[src/rtl/pipe_ctrl_chain_if.sv]
// ----------------------------------------------------------------------------
// pipe_ctrl_chain_if
//   Handshake/payload bundle for the pipe_ctrl_chain control pipeline.
//   Signals:
//     in_valid  - upstream has a real instruction's control bundle on in_data
//     in_data   - payload entering stage 0
//     in_ready  - stage 0 accepts in_data this cycle
//     out_valid - valid bit of the last stage
//     out_data  - payload of the last stage
//   Modports:
//     master - the side that feeds and observes the pipeline
//     slave  - the pipeline itself
// ----------------------------------------------------------------------------
interface pipe_ctrl_chain_if #(
    parameter int WIDTH = 16
);
    logic             in_valid;
    logic [WIDTH-1:0] in_data;
    logic             in_ready;
    logic             out_valid;
    logic [WIDTH-1:0] out_data;

    modport master (
        output in_valid, in_data,
        input  in_ready, out_valid, out_data
    );

    modport slave (
        input  in_valid, in_data,
        output in_ready, out_valid, out_data
    );
endinterface

[src/rtl/pipe_ctrl_chain.sv]
// ----------------------------------------------------------------------------
// pipe_ctrl_chain
//   DEPTH-stage register chain carrying a WIDTH-bit control bundle plus a
//   valid bit per stage. Each stage can be stalled (held) or flushed
//   (turned into a bubble) independently; a stall also freezes every stage
//   upstream of it, and the stage just downstream of a stalled stage receives
//   a bubble. Bubbles always carry RESET_VALUE.
//   Ports:
//     clk         - clock, all state updates on the rising edge
//     n_rst       - asynchronous active-low reset
//     bus         - in_valid/in_data/in_ready/out_valid/out_data bundle
//     stall       - bit k: stage k holds its contents
//     flush       - bit k: stage k is cleared to a bubble (wins over stall)
//     stage_valid - valid bit of every stage
//     occupancy   - number of valid stages
//     bubble_cnt  - saturating count of cycles with out_valid = 0
// ----------------------------------------------------------------------------
module pipe_ctrl_chain #(
    parameter int               WIDTH       = 16,
    parameter int               DEPTH       = 3,
    parameter logic [WIDTH-1:0] RESET_VALUE = '0,
    parameter int               CNT_W       = 16,
    localparam int              OCC_W       = $clog2(DEPTH + 1)
) (
    input  logic               clk,
    input  logic               n_rst,
    pipe_ctrl_chain_if.slave   bus,
    input  logic [DEPTH-1:0]   stall,
    input  logic [DEPTH-1:0]   flush,
    output logic [DEPTH-1:0]   stage_valid,
    output logic [OCC_W-1:0]   occupancy,
    output logic [CNT_W-1:0]   bubble_cnt
);

    logic [DEPTH-1:0] stallEff;   // stall[k] OR any downstream stall
    logic [DEPTH-1:0] stallPrev;  // bit k = stall[k-1], bit 0 = 0
    logic [DEPTH-1:0] srcValid;   // valid bit offered to stage k
    logic [DEPTH-1:0] validQ;
    logic [DEPTH-1:0] validD;
    logic [WIDTH-1:0] srcData [DEPTH];
    logic [WIDTH-1:0] dataQ   [DEPTH];
    logic [WIDTH-1:0] dataD   [DEPTH];

    // A stall at stage k must freeze everything upstream, so accumulate
    // from the output end back towards stage 0.
    always_comb begin
        logic acc;
        acc      = 1'b0;
        stallEff = '0;
        for (int k = DEPTH - 1; k >= 0; k--) begin
            acc         = acc | stall[k];
            stallEff[k] = acc;
        end
    end

    // Shifting in a zero/in_valid and truncating keeps these expressions
    // legal for DEPTH = 1, where stage 0 has no upstream neighbour.
    assign stallPrev = DEPTH'({stall, 1'b0});
    assign srcValid  = DEPTH'({validQ, bus.in_valid});

    always_comb begin
        srcData[0] = bus.in_valid ? bus.in_data : RESET_VALUE;
        for (int k = 1; k < DEPTH; k++) begin
            srcData[k] = dataQ[k-1];
        end
    end

    // First matching rule wins: flush, hold, bubble behind a stall, load.
    // NOTE: every output of this block gets its hold value first, so no
    // path leaves a signal unassigned and no latch is inferred.
    always_comb begin
        for (int k = 0; k < DEPTH; k++) begin
            validD[k] = validQ[k];
            dataD[k]  = dataQ[k];
            if (flush[k]) begin
                validD[k] = 1'b0;
                dataD[k]  = RESET_VALUE;
            end else if (stallEff[k]) begin
                validD[k] = validQ[k];
                dataD[k]  = dataQ[k];
            end else if (stallPrev[k]) begin
                validD[k] = 1'b0;
                dataD[k]  = RESET_VALUE;
            end else begin
                validD[k] = srcValid[k];
                dataD[k]  = srcData[k];
            end
        end
    end

    // NOTE: the payload registers are reset too, not just the valid bits,
    // because downstream logic relies on bubbles carrying RESET_VALUE.
    // NOTE: state registers use non-blocking assignments so every stage
    // samples its neighbour's pre-edge value.
    always_ff @(posedge clk or negedge n_rst) begin
        if (!n_rst) begin
            validQ     <= '0;
            dataQ      <= '{default: RESET_VALUE};
            bubble_cnt <= '0;
        end else begin
            validQ <= validD;
            dataQ  <= dataD;
            if (!validQ[DEPTH-1] && (bubble_cnt != '1)) begin
                bubble_cnt <= bubble_cnt + CNT_W'(1);
            end
        end
    end

    always_comb begin
        occupancy = '0;
        for (int k = 0; k < DEPTH; k++) begin
            occupancy = occupancy + OCC_W'(validQ[k]);
        end
    end

    assign bus.in_ready  = ~stallEff[0];
    assign bus.out_valid = validQ[DEPTH-1];
    assign bus.out_data  = dataQ[DEPTH-1];
    assign stage_valid   = validQ;

endmodule

[src/flat_wrapper.sv]
// flat-port wrapper written by rule: the top's interface ports become plain ports
module pipe_ctrl_chain_flat 
#(
    parameter int               WIDTH       = 16,
    parameter int               DEPTH       = 3,
    parameter logic [WIDTH-1:0] RESET_VALUE = '0,
    parameter int               CNT_W       = 16,
    localparam int              OCC_W       = $clog2(DEPTH + 1)
)
  (clk, n_rst, stall, flush, stage_valid, occupancy, bubble_cnt, bus_in_valid, bus_in_data, bus_in_ready, bus_out_valid, bus_out_data);
  pipe_ctrl_chain_if #(.WIDTH(WIDTH)) bus_i ();
  input  logic clk;
  input  logic n_rst;
  input  logic [DEPTH-1:0] stall;
  input  logic [DEPTH-1:0] flush;
  output logic [DEPTH-1:0] stage_valid;
  output logic [OCC_W-1:0] occupancy;
  output logic [CNT_W-1:0] bubble_cnt;
  input wire logic [$bits(bus_i.in_valid)-1:0] bus_in_valid;
  input wire logic [$bits(bus_i.in_data)-1:0] bus_in_data;
  output wire logic [$bits(bus_i.in_ready)-1:0] bus_in_ready;
  output wire logic [$bits(bus_i.out_valid)-1:0] bus_out_valid;
  output wire logic [$bits(bus_i.out_data)-1:0] bus_out_data;
  assign bus_i.in_valid = bus_in_valid;
  assign bus_i.in_data = bus_in_data;
  assign bus_in_ready = bus_i.in_ready;
  assign bus_out_valid = bus_i.out_valid;
  assign bus_out_data = bus_i.out_data;
  pipe_ctrl_chain #(.WIDTH(WIDTH), .DEPTH(DEPTH), .RESET_VALUE(RESET_VALUE), .CNT_W(CNT_W)) u_core (.clk(clk), .n_rst(n_rst), .bus(bus_i), .stall(stall), .flush(flush), .stage_valid(stage_valid), .occupancy(occupancy), .bubble_cnt(bubble_cnt));
endmodule
[config.mk]
export PLATFORM = sky130hd
export DESIGN_NAME = pipe_ctrl_chain_flat
export DESIGN_NICKNAME = d
export VERILOG_FILES = /design/src/rtl/pipe_ctrl_chain_if.sv /design/src/rtl/pipe_ctrl_chain.sv /design/src/flat_wrapper.sv
export SDC_FILE = /design/constraint.sdc
export NUM_CORES = 1
export LEC_CHECK = 0
export CORE_ASPECT_RATIO = 1.5
export CORE_MARGIN = 5
export CORE_UTILIZATION = 35
export DETAILED_ROUTE_END_ITERATION = 6
export DONT_BUFFER_PORTS = 1
export RECOVER_POWER = 50
export SKIP_LAST_GASP = 1
export SLEW_MARGIN = 25
export SYNTH_ARGS = -nofsm -noshare
export SYNTH_HDL_FRONTEND = slang
export SYNTH_SLANG_ARGS = --single-unit
[constraint.sdc]
create_clock -name clk -period 1.8 [get_ports clk]
set_clock_uncertainty 0.05 [all_clocks]
set_input_delay 0.18 -clock clk [delete_from_list [all_inputs] [get_ports clk]]
set_output_delay 0.18 -clock clk [all_outputs]
set_load 0.03 [all_outputs]
==> impl_metrics.ini, run 1 <==
[status]
status = finished with violations
violations = negative hold slack

[clock_tree]
cts-buffers-inserted = 9
clkTransAtPathRegs_ps = 50
cts_setup_buffers = 0
htreeDepth = 3
holdBufCountCts = 16
cts_tree = done
cts_buffer_depth = 2
cts_num_sinks = 67
clock_latency_ps = 320
cts-root-buf = clkbuf_16

[timing]
fin_crit_ps = 1690
hold_slack_ps = -498
drv_slew = 0
tns_ps = 0
hold_violations = 67
max_freq_mhz = 592
maxSlewHeadroom = 0.271
final.period_utilization = 0.938
rsz0062_at_grt = no
tightest_slew_ps = 1090
finalSetupViolCount = 0

[detailed_routing]
drt_iter0_drc = 36
wl_um = 5710
wl_per_cell_um = 16.8
post_drt_via_cell_ratio = 5.06
drc_errors = 0
vias = 1727
drt_first_pass_iters = 4
postRouteAntennaNets = 0

[worst_setup_path]
cp_cell_sequence = fa_1 -> buf_4
startpoint = u_core.stage_valid[1]$_DFFE_PN0P_
worst-setup-path-type = register to primary output
start_kind = register
reg2reg_from = u_core.bubble_cnt[0]$_DFFE_PN0P_
r2r_slack_ps = 160
max_stage_delay_ps = 500
arrival_ps = 1460
critPathCaptureType = primary output
crit_path_end = occupancy[0]
worstPathRequired_ps = 1570
reg2reg_depth = 5
slowest_stage = fa_1
worstPathMaxFanout = 4
rr_endpoint = u_core.bubble_cnt[10]$_DFFE_PN0P_

[synthesis]
async_reset_ff_frac = 1.00
synth_cell_types = 30
synth_top_family_by_area = compound AO/OA/AOI/OAI gates
syn-cell-area_um2 = 2770
syn_inst = 209
synthMuxAreaShare = 0.0162
yosys.area_share.simple = 0.102
ys_ff_latch = 67
synth_compound_area_frac = 0.171
seq_area_frac_synth = 0.604
ys.warnings.count = 0
postSynthAreaPerCell_um2 = 13.3
syn-num-nets = 236
synth_edf_count = 0
synth_xor_area_frac = 0.0347
synth_fa_ha_area_frac = 0.0117
synth_flop_cell = dfrtp_1

[pwr]
ir_drop_v = 0.000493
power.density_nw_per_um2 = 1130
leakagePower_nw = 1.58

[finish]
finalNetCount = 262
final_layout_size_suffix_gt1_frac = 0.268
regArea_um2 = 1690
antenna_cells = 0
area_delta_synth_final_pct = 21.6
final_common_cell = dfrtp_1
mostFrequentLayoutCells = dfrtp_1, a22o_1, buf_4
fillers = 733
multi_input_area_um2 = 947

[place]
port_buffers = 0
place_congestion = 0.720
dp_hpwl_um = 4350

[global_route]
grt_pass1_wl_um = 9650
grt_pass1_vias = 1844
antenna_found_initial = 0
gr-total-overflow = 0
grt_max_degree = 68
gr-usage-all-layers = 0.131

[floorplan]
die_y_um = 119
fp.coreArea_um2 = 7660
die_area_um2 = 9840
die_w_um = 82.7
initial_core_util = 0.362
row_count = 39
ioPinCount = 64

[hold_path]
hp-class = primary input to async pin

[job]
maxCapViolations = 0
synthesized netlist by cell type, drive strengths merged, types with 2 or more instances:
library cell  instances  area (µm²)
dfrtp                67        1680
a22o                 50         438
buf                  21         148
xor2                  9        78.8
nor2                  7        26.3
nor3                  7        45.0
nand3                 6        30.0
clkbuf                5        18.8
nand2                 5        18.8
mux2                  4        45.0
nand4                 4        40.0
nor4                  4        46.3
o21ai                 4        20.0
nand2b                2        12.5
nor3b                 2        15.0
or2                   2        12.5
xnor2                 2        17.5
sequential cells by signal, indices dropped and copies added, names as in the netlist:
signal               flops
u_core.stage_valid       3
u_core.dataQ            32
u_core.bus.out_data     16
u_core.bubble_cnt       16
report_power, final:
part | switching (mW) | internal (mW)
Combinational | 0.368 | 0.228
Sequential | 0.0914 | 1.61
Clock | 0.564 | 0.953
critical path: cells and delay by family, from the launching register on:
| kind | cells | cell delay (ps) |
|---|---|---|
| fa+ha+maj | 1 | 500 |
| flops | 1 | 490 |
| buf+inv | 1 | 150 |
worst min path at each step:
stage | to | slack (ps) | cells after the start
after CTS | u_core.bubble_cnt[2]$_DFFE_PN0P_ | -510 | 0
after global placement | u_core.bubble_cnt[15]$_DFFE_PN0P_ | -160 | 0
after floorplan | u_core.bubble_cnt[0]$_DFFE_PN0P_ | -170 | 0
final | u_core.bubble_cnt[2]$_DFFE_PN0P_ | -500 | 0
after global routing | u_core.bubble_cnt[2]$_DFFE_PN0P_ | -520 | 0
after detailed placement | u_core.bubble_cnt[2]$_DFFE_PN0P_ | -160 | 0
stage by stage:
stage / cell area, µm² / setup WS [ps] / power, mW / util / cells
2_1_floorplan: 2790 / -10.1 / 2.10 / - / 209
3_3_place_gp: 2940 / 179 / 2.28 / 0.384 / 310
3_5_place_dp: 2950 / 161 / 2.30 / 0.385 / 310
4_1_cts: 3370 / 13.0 / 3.87 / 0.440 / 341
5_1_grt: 3370 / 45.8 / 4.01 / 0.440 / 341
6_report: 3370 / 111 / 3.81 / 0.440 / 341
area by class of cell:
cell class / count / area share
clock inverters: 3 / 0.00445
well taps: 102 / 0.0378
clock buffers: 12 / 0.0731
multi-input cells: 116 / 0.281
repair buffers: 41 / 0.103
flip-flops and latches: 67 / 0.501
logic make-up (layout without fill, tap and decap cells):
kind of cell | count (synthesis) | in the layout
multiplexers | 4 | 4
buffers and inverters | 26 | 56
AO/OA/AOI/OAI | 56 | 56
AND/OR/NAND/NOR | 43 | 43
adder cells (fa/ha/maj) | 2 | 2
XOR/XNOR | 11 | 11
flip-flops | 67 | 67
what timing repair did:
item	CTS	global route
endpoints found under the hold margin	83	67
setup endpoints to repair	0	2
gates resized for setup	0	2
layer usage:
| layer | track usage | wire length (µm) |
|---|---|---|
| met5 | 0 | 0 |
| met4 | 0.0613 | 100 |
| met3 | 0.0506 | 411 |
| met2 | 0.214 | 3000 |
| met1 | 0.148 | 2210 |
Note: power is estimated with default switching activity, not from simulation.
==> run 2, diff against run 1 <==
Settings changed: PLACE_DENSITY_LB_ADDON set to 0.25.
==> impl_metrics.ini, run 2 (synthesis gave the netlist of run 1 again) <==
[pwr]
power.density_nw_per_um2 = 1120
leakagePower_nw = 1.58
seqPwrFrac = 0.447
p_clk_frac = 0.395
p_total_mw = 3.80
combinationalPowerShare = 0.158
ir_drop_v = 0.000424
power.switching_mw = 0.993
p_int_mw = 2.81
p_sw_frac = 0.261

[worst_setup_path]
worstPathRequired_ps = 1570
slowest_stage = dfrtp_1
max_stage_delay_ps = 570
arrival_ps = 1530
critPathTopFamily = flip-flops
crit_buf_inv = 1
worst-setup-path-type = register to primary output
r2r_slack_ps = 120
cp_cell_sequence = fa_1 -> buf_6
critPathCaptureType = primary output
worstPathMaxFanout = 4
start_kind = register

[timing]
hold_violations = 67
finalSetupViolCount = 0
tightest_slew_ps = 1080
final.period_utilization = 0.980
rsz0062_at_grt = yes
max_freq_mhz = 567
fin_crit_ps = 1760
maxSlewHeadroom = 0.276
setup_slack_ps = 36.8
drv_slew = 0
hold_slack_ps = -491

[floorplan]
die_y_um = 119
row_count = 39
die_area_um2 = 9840
ioPinCount = 64
die_w_um = 82.7
fp.coreArea_um2 = 7660
initial_core_util = 0.362

[detailed_routing]
drt_first_pass_iters = 4
vias = 1714
drt_iter0_drc = 63
wl_um = 5630
post_drt_via_cell_ratio = 5.01
postRouteAntennaNets = 0
wl_per_cell_um = 16.5
drc_errors = 0

[clock_tree]
htreeDepth = 3
cts-buffers-inserted = 9
clkTransAtPathRegs_ps = 50
cts_buffer_depth = 2
cts-root-buf = clkbuf_16
holdBufCountCts = 16
cts_tree = done
cts_num_sinks = 67
clock_latency_ps = 310

[finish]
fillers = 727
area_delta_synth_final_pct = 22.2
antenna_cells = 0
regMostFlops = u_core.dataQ
finalNetCount = 263
mostFrequentLayoutCells = dfrtp_1, a22o_1, buf_4
fin_area_um2 = 3390
final_common_cell = dfrtp_1
post-route-util = 0.443
multi_input_area_um2 = 945
regArea_um2 = 1690
final_layout_size_suffix_gt1_frac = 0.254
largest_register_ffs = 32

[place]
dp_hpwl_um = 4250
place_area_um2 = 2940
dp_slack_ps = 109
port_buffers = 0
place_congestion = 0.822

[status]
violations = negative hold slack
status = finished with violations

[global_route]
use_met2 = 0.201
gr-usage-all-layers = 0.126
grt_pass1_wl_um = 9360
gr-total-overflow = 0
grt_busiest_layer = met2
met1_usage = 0.144
met3_usage = 0.0438
antenna_found_initial = 0
grt_max_degree = 68
grt_pass1_vias = 1800

[hold_path]
hp-class = primary input to async pin

[job]
maxCapViolations = 0
-- run 2: cell types whose count changed in the layout (fill, tap and decap cells not counted), sizes merged --
cell    before  now
clkinv       3    0
buf         25   26
clkbuf      12   15
-- run 2: cell type report --
type | count | share of cell area
clock buffer | 15 | 0.0760
multi-input combinational | 116 | 0.279
sequential | 67 | 0.498
tap | 102 | 0.0376
timing repair buffer | 42 | 0.110
-- run 2: path summary, 6_finish.rpt --
path,startpoint,to,cells past startpoint
max in group asynchronous,n_rst,u_core.dataQ[30]$_DFFE_PN0P_,0
max reg2reg,u_core.bubble_cnt[9]$_DFFE_PN0P_,u_core.bubble_cnt[14]$_DFFE_PN0P_,4
min in group clk,flush[0],u_core.stage_valid[0]$_DFFE_PN0P_,2
min,n_rst,u_core.bubble_cnt[3]$_DFFE_PN0P_,0
min reg2reg,u_core.dataQ[20]$_DFFE_PN0P_,u_core.bus.out_data[4]$_DFFE_PN0P_,1
max,u_core.stage_valid[1]$_DFFE_PN0P_,occupancy[0],2
-- run 2: through the flow --
step           cells  TNS, ps
2_1_floorplan    209    -10.1
3_3_place_gp     310        0
3_5_place_dp     310        0
4_1_cts          342        0
5_1_grt          342    -25.8
6_report         342        0
-- run 2: timing repair --
| action | 4_1_cts | 5_1_grt |
|---|---|---|
| setup endpoints to repair | 1 | 2 |
| endpoints found under the hold margin | 83 | 67 |
| pin swaps | 1 | 0 |
| setup buffers | 1 | 0 |
| resized for setup | 5 | 1 |
-- run 2: routing by layer --
metal	share of wire	vias up	wire length [µm]
met4	0.016	0	91
met5	0	-	0
met1	0.39	838	2170
li1	-	822	-
met3	0.077	5	433
met2	0.52	49	2930
-- run 2: power groups by stage --
| stage | registers [mW] | logic, mW | clock network, mW |
|---|---|---|---|
| floorplan | 1.89 | 0.204 | 0 |
| global placement | 1.72 | 0.571 | 0 |
| detailed placement | 1.73 | 0.574 | 0 |
| CTS | 1.70 | 0.607 | 1.55 |
| global route | 1.71 | 0.654 | 1.63 |
| finish | 1.70 | 0.601 | 1.50 |
